--- config.mk ---
export PLATFORM = sky130hd
export DESIGN_NAME = pp_stage_sequencer
export DESIGN_NICKNAME = d
export VERILOG_FILES = /design/src/rtl/pp_pkg.sv /design/src/rtl/pp_stage_sequencer_tag_pipe.sv /design/src/rtl/pp_stage_sequencer.sv
export SDC_FILE = /design/constraint.sdc
export NUM_CORES = 1
export LEC_CHECK = 0
export CAP_MARGIN = 20
export CORE_ASPECT_RATIO = 0.7
export CORE_MARGIN = 3
export CORE_UTILIZATION = 44
export CTS_CLUSTER_SIZE = 8
export DETAILED_ROUTE_END_ITERATION = 8
export GPL_TIMING_DRIVEN = 0
export HOLD_SLACK_MARGIN = 0.06
export PLACE_DENSITY = 0.92
export SLEW_MARGIN = 10
export SYNTH_ARGS = -nofsm -noshare
export SYNTH_HDL_FRONTEND = slang
export SYNTH_HIERARCHICAL = 1
export SYNTH_SLANG_ARGS = --single-unit
--- constraint.sdc ---
create_clock -name clk -period 2.7 [get_ports clk]
set_input_delay 0.27 -clock clk [delete_from_list [all_inputs] [get_ports clk]]
set_output_delay 0.27 -clock clk [all_outputs]
set_load 0.1 [all_outputs]
--- src/rtl/pp_pkg.sv ---
// Shared types and packed-field helpers for the post-processing stage sequencer.
package pp_pkg;

  typedef enum logic [1:0] {
    ST_IDLE,
    ST_RUN,
    ST_FLUSH,
    ST_DONE
  } pp_seq_state_t;

  // is_real marks a genuine pixel; flush bubbles carry is_real=0 and no tags.
  typedef struct packed {
    logic is_real;
    logic sol;
    logic eol;
    logic sof;
    logic eof;
  } pp_tag_t;

  // Each direction field is DWIDTH+2 bits, packed {135, 90, 45} with 45 in the LSBs.
  function automatic int unsigned pp_field_w(input int unsigned dwidth);
    return dwidth + 2;
  endfunction

  function automatic int unsigned pp_off_45(input int unsigned dwidth);
    return 0 * (dwidth + 2);
  endfunction

  function automatic int unsigned pp_off_90(input int unsigned dwidth);
    return 1 * (dwidth + 2);
  endfunction

  function automatic int unsigned pp_off_135(input int unsigned dwidth);
    return 2 * (dwidth + 2);
  endfunction

endpackage

--- src/rtl/pp_stage_sequencer_tag_pipe.sv ---
// Shadow tag shift register that tracks the register chain's valid path.
module pp_tag_pipe
  import pp_pkg::*;
#(
  parameter int unsigned DEPTH = 2
) (
  input  logic    clk,
  input  logic    rst,
  input  logic    shift,
  input  logic    clr,
  input  pp_tag_t tag_in,
  output pp_tag_t tag_out
);

  pp_tag_t [DEPTH-1:0] stage_d, stage_q;

  // Next stage contents: clear wins over shift, otherwise hold.
  always_comb begin
    stage_d = stage_q;
    if (clr) begin
      stage_d = '0;
    end else if (shift) begin
      stage_d[0] = tag_in;
      for (int unsigned i = 1; i < DEPTH; i++) begin
        stage_d[i] = stage_q[i-1];
      end
    end
  end

  // Stage registers with asynchronous active-low reset.
  always_ff @(posedge clk or negedge rst) begin
    if (!rst) begin
      stage_q <= '0;
    end else begin
      stage_q <= stage_d;
    end
  end

  assign tag_out = stage_q[DEPTH-1];

endmodule

--- src/rtl/pp_stage_sequencer.sv ---
// Frame/line sequencer driving the post-processing register chain.
module pp_stage_sequencer
  import pp_pkg::*;
#(
  parameter int unsigned DWIDTH     = 7,
  parameter int unsigned IMG_W      = 640,
  parameter int unsigned IMG_H      = 480,
  parameter int unsigned PIPE_DEPTH = 2
) (
  input  logic                       clk,
  input  logic                       rst,
  input  logic                       start,
  input  logic                       abort,
  input  logic                       in_valid,
  output logic                       in_ready,
  input  logic [3*DWIDTH+6-1:0]      in_data,
  input  logic                       out_ready,
  output logic                       pp_clken,
  output logic                       pp_enable,
  output logic [3*DWIDTH+6-1:0]      pp_din,
  output logic                       tag_valid,
  output logic                       tag_sol,
  output logic                       tag_eol,
  output logic                       tag_sof,
  output logic                       tag_eof,
  output logic [$clog2(IMG_W)-1:0]   col,
  output logic [$clog2(IMG_H)-1:0]   row,
  output logic                       busy,
  output logic                       frame_done
);

  localparam int unsigned CW = $clog2(IMG_W);
  localparam int unsigned RW = $clog2(IMG_H);
  localparam int unsigned FW = $clog2(PIPE_DEPTH + 1);
  localparam logic [CW-1:0] COL_LAST = CW'(IMG_W - 1);
  localparam logic [RW-1:0] ROW_LAST = RW'(IMG_H - 1);
  localparam logic [FW-1:0] FL_LAST  = FW'(PIPE_DEPTH - 1);

  pp_seq_state_t state_d, state_q;
  logic [CW-1:0] col_d, col_q;
  logic [RW-1:0] row_d, row_q;
  logic [FW-1:0] flush_d, flush_q;
  logic          busy_d, busy_q;
  logic          done_d, done_q;
  logic          adv;
  pp_tag_t       tag_in, tag_out;

  // Chain handshake and data mux; combinational so the chain sees them in-cycle.
  always_comb begin
    in_ready  = 1'b0;
    pp_clken  = 1'b0;
    pp_enable = 1'b0;
    pp_din    = '0;
    tag_in    = '0;
    case (state_q)
      ST_RUN: begin
        in_ready       = out_ready;
        pp_clken       = out_ready;
        pp_enable      = in_valid;
        pp_din         = in_data;
        tag_in.is_real = 1'b1;
        tag_in.sol     = (col_q == '0);
        tag_in.eol     = (col_q == COL_LAST);
        tag_in.sof     = (col_q == '0) && (row_q == '0);
        tag_in.eof     = (col_q == COL_LAST) && (row_q == ROW_LAST);
      end
      ST_FLUSH: begin
        pp_clken  = out_ready;
        pp_enable = 1'b1;
      end
      default: ;
    endcase
    adv = pp_clken & pp_enable;
  end

  // Next state, position counters and flush counter. RUN/FLUSH only move on adv,
  // which already folds in out_ready; DONE always drops back so the pulse stays one cycle.
  always_comb begin
    state_d = state_q;
    col_d   = col_q;
    row_d   = row_q;
    flush_d = flush_q;
    if (abort) begin
      state_d = ST_IDLE;
      col_d   = '0;
      row_d   = '0;
      flush_d = '0;
    end else begin
      case (state_q)
        ST_IDLE: begin
          if (start) begin
            state_d = ST_RUN;
            col_d   = '0;
            row_d   = '0;
          end
        end
        ST_RUN: begin
          if (adv) begin
            if (col_q == COL_LAST) begin
              col_d = '0;
              if (row_q == ROW_LAST) begin
                row_d   = '0;
                state_d = ST_FLUSH;
              end else begin
                row_d = row_q + 1'b1;
              end
            end else begin
              col_d = col_q + 1'b1;
            end
          end
        end
        ST_FLUSH: begin
          if (adv) begin
            if (flush_q == FL_LAST) begin
              flush_d = '0;
              state_d = ST_DONE;
            end else begin
              flush_d = flush_q + 1'b1;
            end
          end
        end
        ST_DONE: state_d = ST_IDLE;
        default: state_d = ST_IDLE;
      endcase
    end
    busy_d = (state_d != ST_IDLE);
    done_d = (state_d == ST_DONE);
  end

  // FSM, counters and registered status outputs.
  always_ff @(posedge clk or negedge rst) begin
    if (!rst) begin
      state_q <= ST_IDLE;
      col_q   <= '0;
      row_q   <= '0;
      flush_q <= '0;
      busy_q  <= 1'b0;
      done_q  <= 1'b0;
    end else begin
      state_q <= state_d;
      col_q   <= col_d;
      row_q   <= row_d;
      flush_q <= flush_d;
      busy_q  <= busy_d;
      done_q  <= done_d;
    end
  end

  pp_tag_pipe #(
    .DEPTH(PIPE_DEPTH)
  ) u_tag_pipe (
    .clk    (clk),
    .rst    (rst),
    .shift  (adv),
    .clr    (abort),
    .tag_in (tag_in),
    .tag_out(tag_out)
  );

  assign tag_valid  = tag_out.is_real;
  assign tag_sol    = tag_out.sol;
  assign tag_eol    = tag_out.eol;
  assign tag_sof    = tag_out.sof;
  assign tag_eof    = tag_out.eof;
  assign col        = col_q;
  assign row        = row_q;
  assign busy       = busy_q;
  assign frame_done = done_q;

endmodule

==> results.sh, run 1 <==
export IMPL_status="finished, final reports clean"
export IMPL_antenna_found_initial=0
export IMPL_grt_pass1_vias=2202
export IMPL_wl_per_cell_um=15.22
export IMPL_slowest_stage="clkdlybuf4s18_2"
export IMPL_final_cell_mix="clkdlybuf4s50_1 (57), dfrtp_1 (35), and2_1 (30)"
export IMPL_cpPeakStageDelay_ns=0.54
export IMPL_finClkSkew_ns=0.006253
export IMPL_routed_wl_mm=6.270
export IMPL_seq_area_frac_synth=0.3882
export IMPL_yosys_top_cells_area="dfrtp_1 (39%), and2_1 (8.3%), mux2i_1 (4.9%)"
export IMPL_gr_usage_met1=0.2754
export IMPL_drt_iter0_markers=112
export IMPL_areaGrowthSynthToFinish_pct=45.92
export IMPL_netlist_instances=247
export IMPL_power_leakage_uw=0.001370
export IMPL_min_period_ns=2.550
export IMPL_port_buffers=88
export IMPL_layout_commonest_cell="clkdlybuf4s50_1"
export IMPL_crit_fanout=10
export IMPL_rows=21
export IMPL_track_usage=0.2188
export IMPL_final_util=0.6772
export IMPL_vias=2185
export IMPL_antenna_cells=0
export IMPL_powerDensity_nw_per_um2=803.3
export IMPL_dpl_cell_area_um2=3218
export IMPL_grt_setup_unrepaired="false"
export IMPL_cts_buffers=5
export IMPL_drv_slew=0
export IMPL_ff_latch_area_um2=875.8
export IMPL_maxCapViolCount=0
export IMPL_grt_use_met2=0.3776
export IMPL_synth_main_ff_cell="dfrtp_1"
export IMPL_synth_top_area_frac=0.3882
export IMPL_crit_path_start_kind="register"
export IMPL_die_height_um=65.91
export IMPL_overflow=0
export IMPL_required_ns=2.43
export IMPL_pin_count=89
export IMPL_cts_tree="done"
export IMPL_grt_pass1_wl_mm=10.51
export IMPL_vdd_drop_max_mv=0.6202
export IMPL_cts_root_buf="clkbuf_8"
export IMPL_setup_viol=0
export IMPL_finalCritPeriodShare=0.9443
export IMPL_synth_seq_cells=35
export IMPL_layout_drive_gt1_share=0.1808
export IMPL_cts_buffer_depth=2
export IMPL_worstSetupPathType="reg2out"
export IMPL_async_reset_ff_frac=1.000
export IMPL_hold_class="in2async"
export IMPL_slew_headroom=0.3388
export IMPL_multi_input_area_um2=1229
export IMPL_worstPathCellList="inv_1 > ha_1 > buf_4 > clkbuf_1 > and2_1 > clkdlybuf4s18_2"
export IMPL_dieWidth_um=91.58
export IMPL_start_util=0.4641
export IMPL_syn_cell_area_um2=2256
export IMPL_htree_levels=2
export IMPL_fillers=399
export IMPL_core_um2=4861
export IMPL_dieArea_um2=6036
export IMPL_path_delay_family="buffers and inverters"
export IMPL_synthDistinctLibCells=53
export IMPL_timing_fmax_mhz=392.2
export IMPL_synth_nets=288
export IMPL_first_pass_iters=4
export IMPL_drc=0
export IMPL_nets=383
export IMPL_cts_clk_slew_worst_paths_ns=0.07
export IMPL_grt_max_degree=36
export IMPL_gp_congestion=0.8365
export IMPL_hold_viol_final=0
export IMPL_synth_edf_count=0
export IMPL_postRouteAntennaNets=0
export IMPL_viasPerCell=5.303
export IMPL_synth_avg_cell_area_um2=9.133
export IMPL_ys_warn_count=6
export IMPL_dpl_hpwl_mm=4.897
export IMPL_clk_latency_ns=0.29
export IMPL_worst_pin_slew_ns=0.9888
export IMPL_setup_worst_path_end_class="primary output"
export IMPL_grt_use_met3=0.05347
export IMPL_worstPathArrival_ns=2.28
export IMPL_clock_sinks=35
export IMPL_grt_busiest_layer="met2"
export IMPL_yosys_area_top_type="dfrtp_1"
export IMPL_final_area_um2=3292
export IMPL_path_buf_inv=4
sequential cells by signal, summed over array words and instances, names as in the netlist:
register,flops
col,10
row,9
u_tag_pipe/stage_q,5
u_tag_pipe/tag_out,5
flush_q,2
state_q,2
busy,1
frame_done,1
per-layer routing:
metal / vias to the layer above / share of wire
met3: 11 / 0.061
met1: 1057 / 0.45
li1: 1047 / -
met2: 70 / 0.48
met5: - / 0
met4: 0 / 0.014
stage by stage:
| stage | setup TNS, ns | instances | hold WS (ns) | setup slack [ns] | total power, µW |
|---|---|---|---|---|---|
| 6_report | 0 | 412 | 0.04995 | 0.1505 | 2644 |
| 5_1_grt | 0 | 412 | 0.1191 | 0.0002776 | 2752 |
| 4_1_cts | 0 | 412 | 0.08020 | 0.03584 | 2669 |
| 3_5_place_dp | -2.392 | 404 | 0.3980 | -0.1176 | 2275 |
| 3_3_place_gp | -1.578 | 404 | 0.4898 | -0.08802 | 2255 |
| 2_1_floorplan | 0 | 247 | -0.02559 | 0.1745 | 1868 |
cells in the mapped netlist, types with 2 or more instances:
master and number:
clkbuf_1 3, nor2_1 23, a21oi_1 11, buf_2 3, and2_1 30, xor2_1 6, ha_1 8, or3_1 4
nor2b_1 3, o21ai_0 14, buf_4 7, nand4_1 7, nand3_1 9, dfrtp_1 35, nand4b_1 2, o211ai_1 3
nand2_1 14, mux2i_1 11, inv_1 14, nor3_2 2, nor4_1 3, nor3_1 3, o31ai_1 2
cell families after synthesis:
logic type                 Yosys count  share of synthesized area
buffers and inverters               30                    0.06710
muxes                               12                    0.05380
and+or+nand+nor                    113                     0.2995
xor gates and xnor gates             6                    0.02329
DFF                                 35                     0.3882
AOI/OAI and AO/OA                   43                     0.1237
adders and majority gates            8                    0.04437
path summary, 6_finish.rpt:
path                                         end  slack, ns       start  cells after the start
hold reg to reg                       flush_q[1]       0.51  flush_q[1]                      2
hold / removal             u_tag_pipe/tag_out[1]       0.05         rst                      1
setup reg to reg                          row[1]       0.41  state_q[1]                      8
setup / recovery                       pp_din[7]       0.15  state_q[1]                      6
min in group clk                      flush_q[1]       0.51  flush_q[1]                      2
max in group asynchronous             state_q[0]       2.14         rst                      1
where the power goes:
group          leakage, µW  switching [µW]  internal (µW)  total [µW]
sequential        0.000487            20.9            546         567
clock            0.0000515             191            233         424
combinational     0.000832            1290            368        1650
area by class of cell:
| cell class | instances | area share |
|---|---|---|
| Timing Repair Buffer | 88 | 0.2581 |
| Tap cell | 69 | 0.02623 |
| Buffer | 16 | 0.03003 |
| Clock buffer | 8 | 0.03041 |
| Multi-Input combinational cell | 182 | 0.3732 |
| Sequential cell | 35 | 0.2661 |
| Inverter | 14 | 0.01596 |
timing repair:
action                                 CTS  global route
resized for setup                       86            25
hold buffers                             0             0
setup endpoints to repair               30            17
endpoints found under the hold margin    0             0
buffers inserted                         0             0
Power figures use the tool's default switching activity.
==> inputs of run 2 (changes only) <==
MAX_ROUTING_LAYER = met4   (was unset)
==> results.sh, run 2 (synthesis gave the netlist of run 1 again) <==
export IMPL_status="finished, final reports clean"
export IMPL_clk_latency_ns=0.29
export IMPL_slew_headroom=0.3379
export IMPL_dpl_cell_area_um2=3218
export IMPL_final_cell_mix="clkdlybuf4s50_1 (57), dfrtp_1 (35), and2_1 (30)"
export IMPL_crit_fanout=10
export IMPL_cts_root_buf="clkbuf_8"
export IMPL_drv_slew=0
export IMPL_wl_per_cell_um=15.21
export IMPL_hold_class="in2async"
export IMPL_layout_commonest_cell="clkdlybuf4s50_1"
export IMPL_timing_fmax_mhz=391.9
export IMPL_min_period_ns=2.552
export IMPL_cts_buffer_depth=2
export IMPL_htree_levels=2
export IMPL_cts_tree="done"
export IMPL_drc=0
export IMPL_grt_max_degree=36
export IMPL_grt_pass1_wl_mm=10.52
export IMPL_port_buffers=88
export IMPL_hold_viol_final=0
export IMPL_tns_ns=0
export IMPL_routed_wl_mm=6.266
export IMPL_grt_pass1_vias=2199
export IMPL_setup_worst_path_end_class="primary output"
export IMPL_cts_buffers=5
export IMPL_crit_path_start_kind="register"
export IMPL_antenna_found_initial=0
export IMPL_antenna_cells=0
export IMPL_postRouteAntennaNets=0
export IMPL_overflow=0
export IMPL_gp_congestion=0.8494
export IMPL_vias=2197
export IMPL_start_util=0.4641
export IMPL_power_uw=2646
export IMPL_grt_setup_unrepaired="false"
export IMPL_areaGrowthSynthToFinish_pct=45.98
export IMPL_drt_iter0_markers=133
export IMPL_cts_hold_buf=0
export IMPL_track_usage=0.2253
export IMPL_dpl_hpwl_mm=4.897
export IMPL_power_leakage_uw=0.001370
export IMPL_maxCapViolCount=0
export IMPL_setup_viol=0
export IMPL_core_um2=4861
export IMPL_required_ns=2.43
export IMPL_layout_drive_gt1_share=0.1808
export IMPL_fin_ws_ns=0.1483
export IMPL_first_pass_iters=4
export IMPL_post_cts_buffers=0
export IMPL_dieArea_um2=6036
export IMPL_worstPathArrival_ns=2.28
export IMPL_cts_clk_slew_worst_paths_ns=0.07
export IMPL_pin_count=89
export IMPL_largest_reg_flops=10
export IMPL_finalCritPeriodShare=0.9451
export IMPL_worstSetupPathType="reg2out"
export IMPL_finClkSkew_ns=0.006316
export IMPL_rows=21
export IMPL_viasPerCell=5.333
export IMPL_die_height_um=65.91
export IMPL_powerDensity_nw_per_um2=803.5
export IMPL_final_area_um2=3293
export IMPL_nets=383
export IMPL_worst_pin_slew_ns=0.9901
export IMPL_dieWidth_um=91.58
export IMPL_vdd_drop_max_mv=0.6200
export IMPL_detailedPlace_worstSlack_ns=-0.1176
export IMPL_clock_sinks=35
==> run 2: where the power goes <==
group / internal (µW) / leakage [µW] / switching (µW) / total (µW)
combinational: 368 / 0.000832 / 1290 / 1650
clock: 233 / 0.0000515 / 192 / 425
sequential: 546 / 0.000487 / 21.0 / 567
==> run 2: layout make-up <==
class                      count  area [µm²]
tap                           69       86.33
multi-input combinational    182        1229
inverter                      14       52.55
buffer                        16       98.84
sequential                    35       875.8
timing repair buffer          88       850.8
fill                         399        1568
clock buffer                   8       100.1
==> run 2: what timing repair did <==
item                       4_1_cts  5_1_grt
pin swaps                        0        0
cloned                           0        0
setup endpoints to repair       30       16
resized for setup               86       24
==> run 2: stage by stage <==
stage                     utilization  cells  hold slack (ns)
after floorplan                     -    247         -0.02559
final                          0.6775    412          0.05042
after CTS                      0.6893    412          0.08020
after detailed placement       0.6620    404           0.3980
after global routing           0.6775    412           0.1191
after global placement         0.6631    404           0.4898
==> run 2: per-layer routing <==
| metal | vias up | global-route usage | routed length, µm |
|---|---|---|---|
| met2 | 76 | 0.3767 | 3014 |
| met1 | 1062 | 0.2803 | 2791 |
| met3 | 11 | 0.04892 | 381 |
| li1 | 1048 | - | - |
| met5 | - | - | 0 |
| met4 | 0 | 0.05827 | 78 |
==> run 2: worst paths after layout <==
| check | cells past startpoint | to | slack, ns | start |
|---|---|---|---|---|
| setup / recovery | 6 | pp_din[7] | 0.15 | state_q[1] |
| hold / removal | 1 | u_tag_pipe/tag_out[1] | 0.05 | rst |
| setup reg to reg | 8 | row[1] | 0.41 | state_q[1] |
| hold reg to reg | 2 | flush_q[1] | 0.51 | flush_q[1] |
| max in group asynchronous | 1 | state_q[0] | 2.14 | rst |
| min in group clk | 2 | flush_q[1] | 0.51 | flush_q[1] |
==> run 2: critical path: stages, from the launching register on <==
cell and delay [ns]:
dfrtp_1 0.41, inv_1 0.11, ha_1 0.23, buf_4 0.20
clkbuf_1 0.31, and2_1 0.19, clkdlybuf4s18_2 0.54
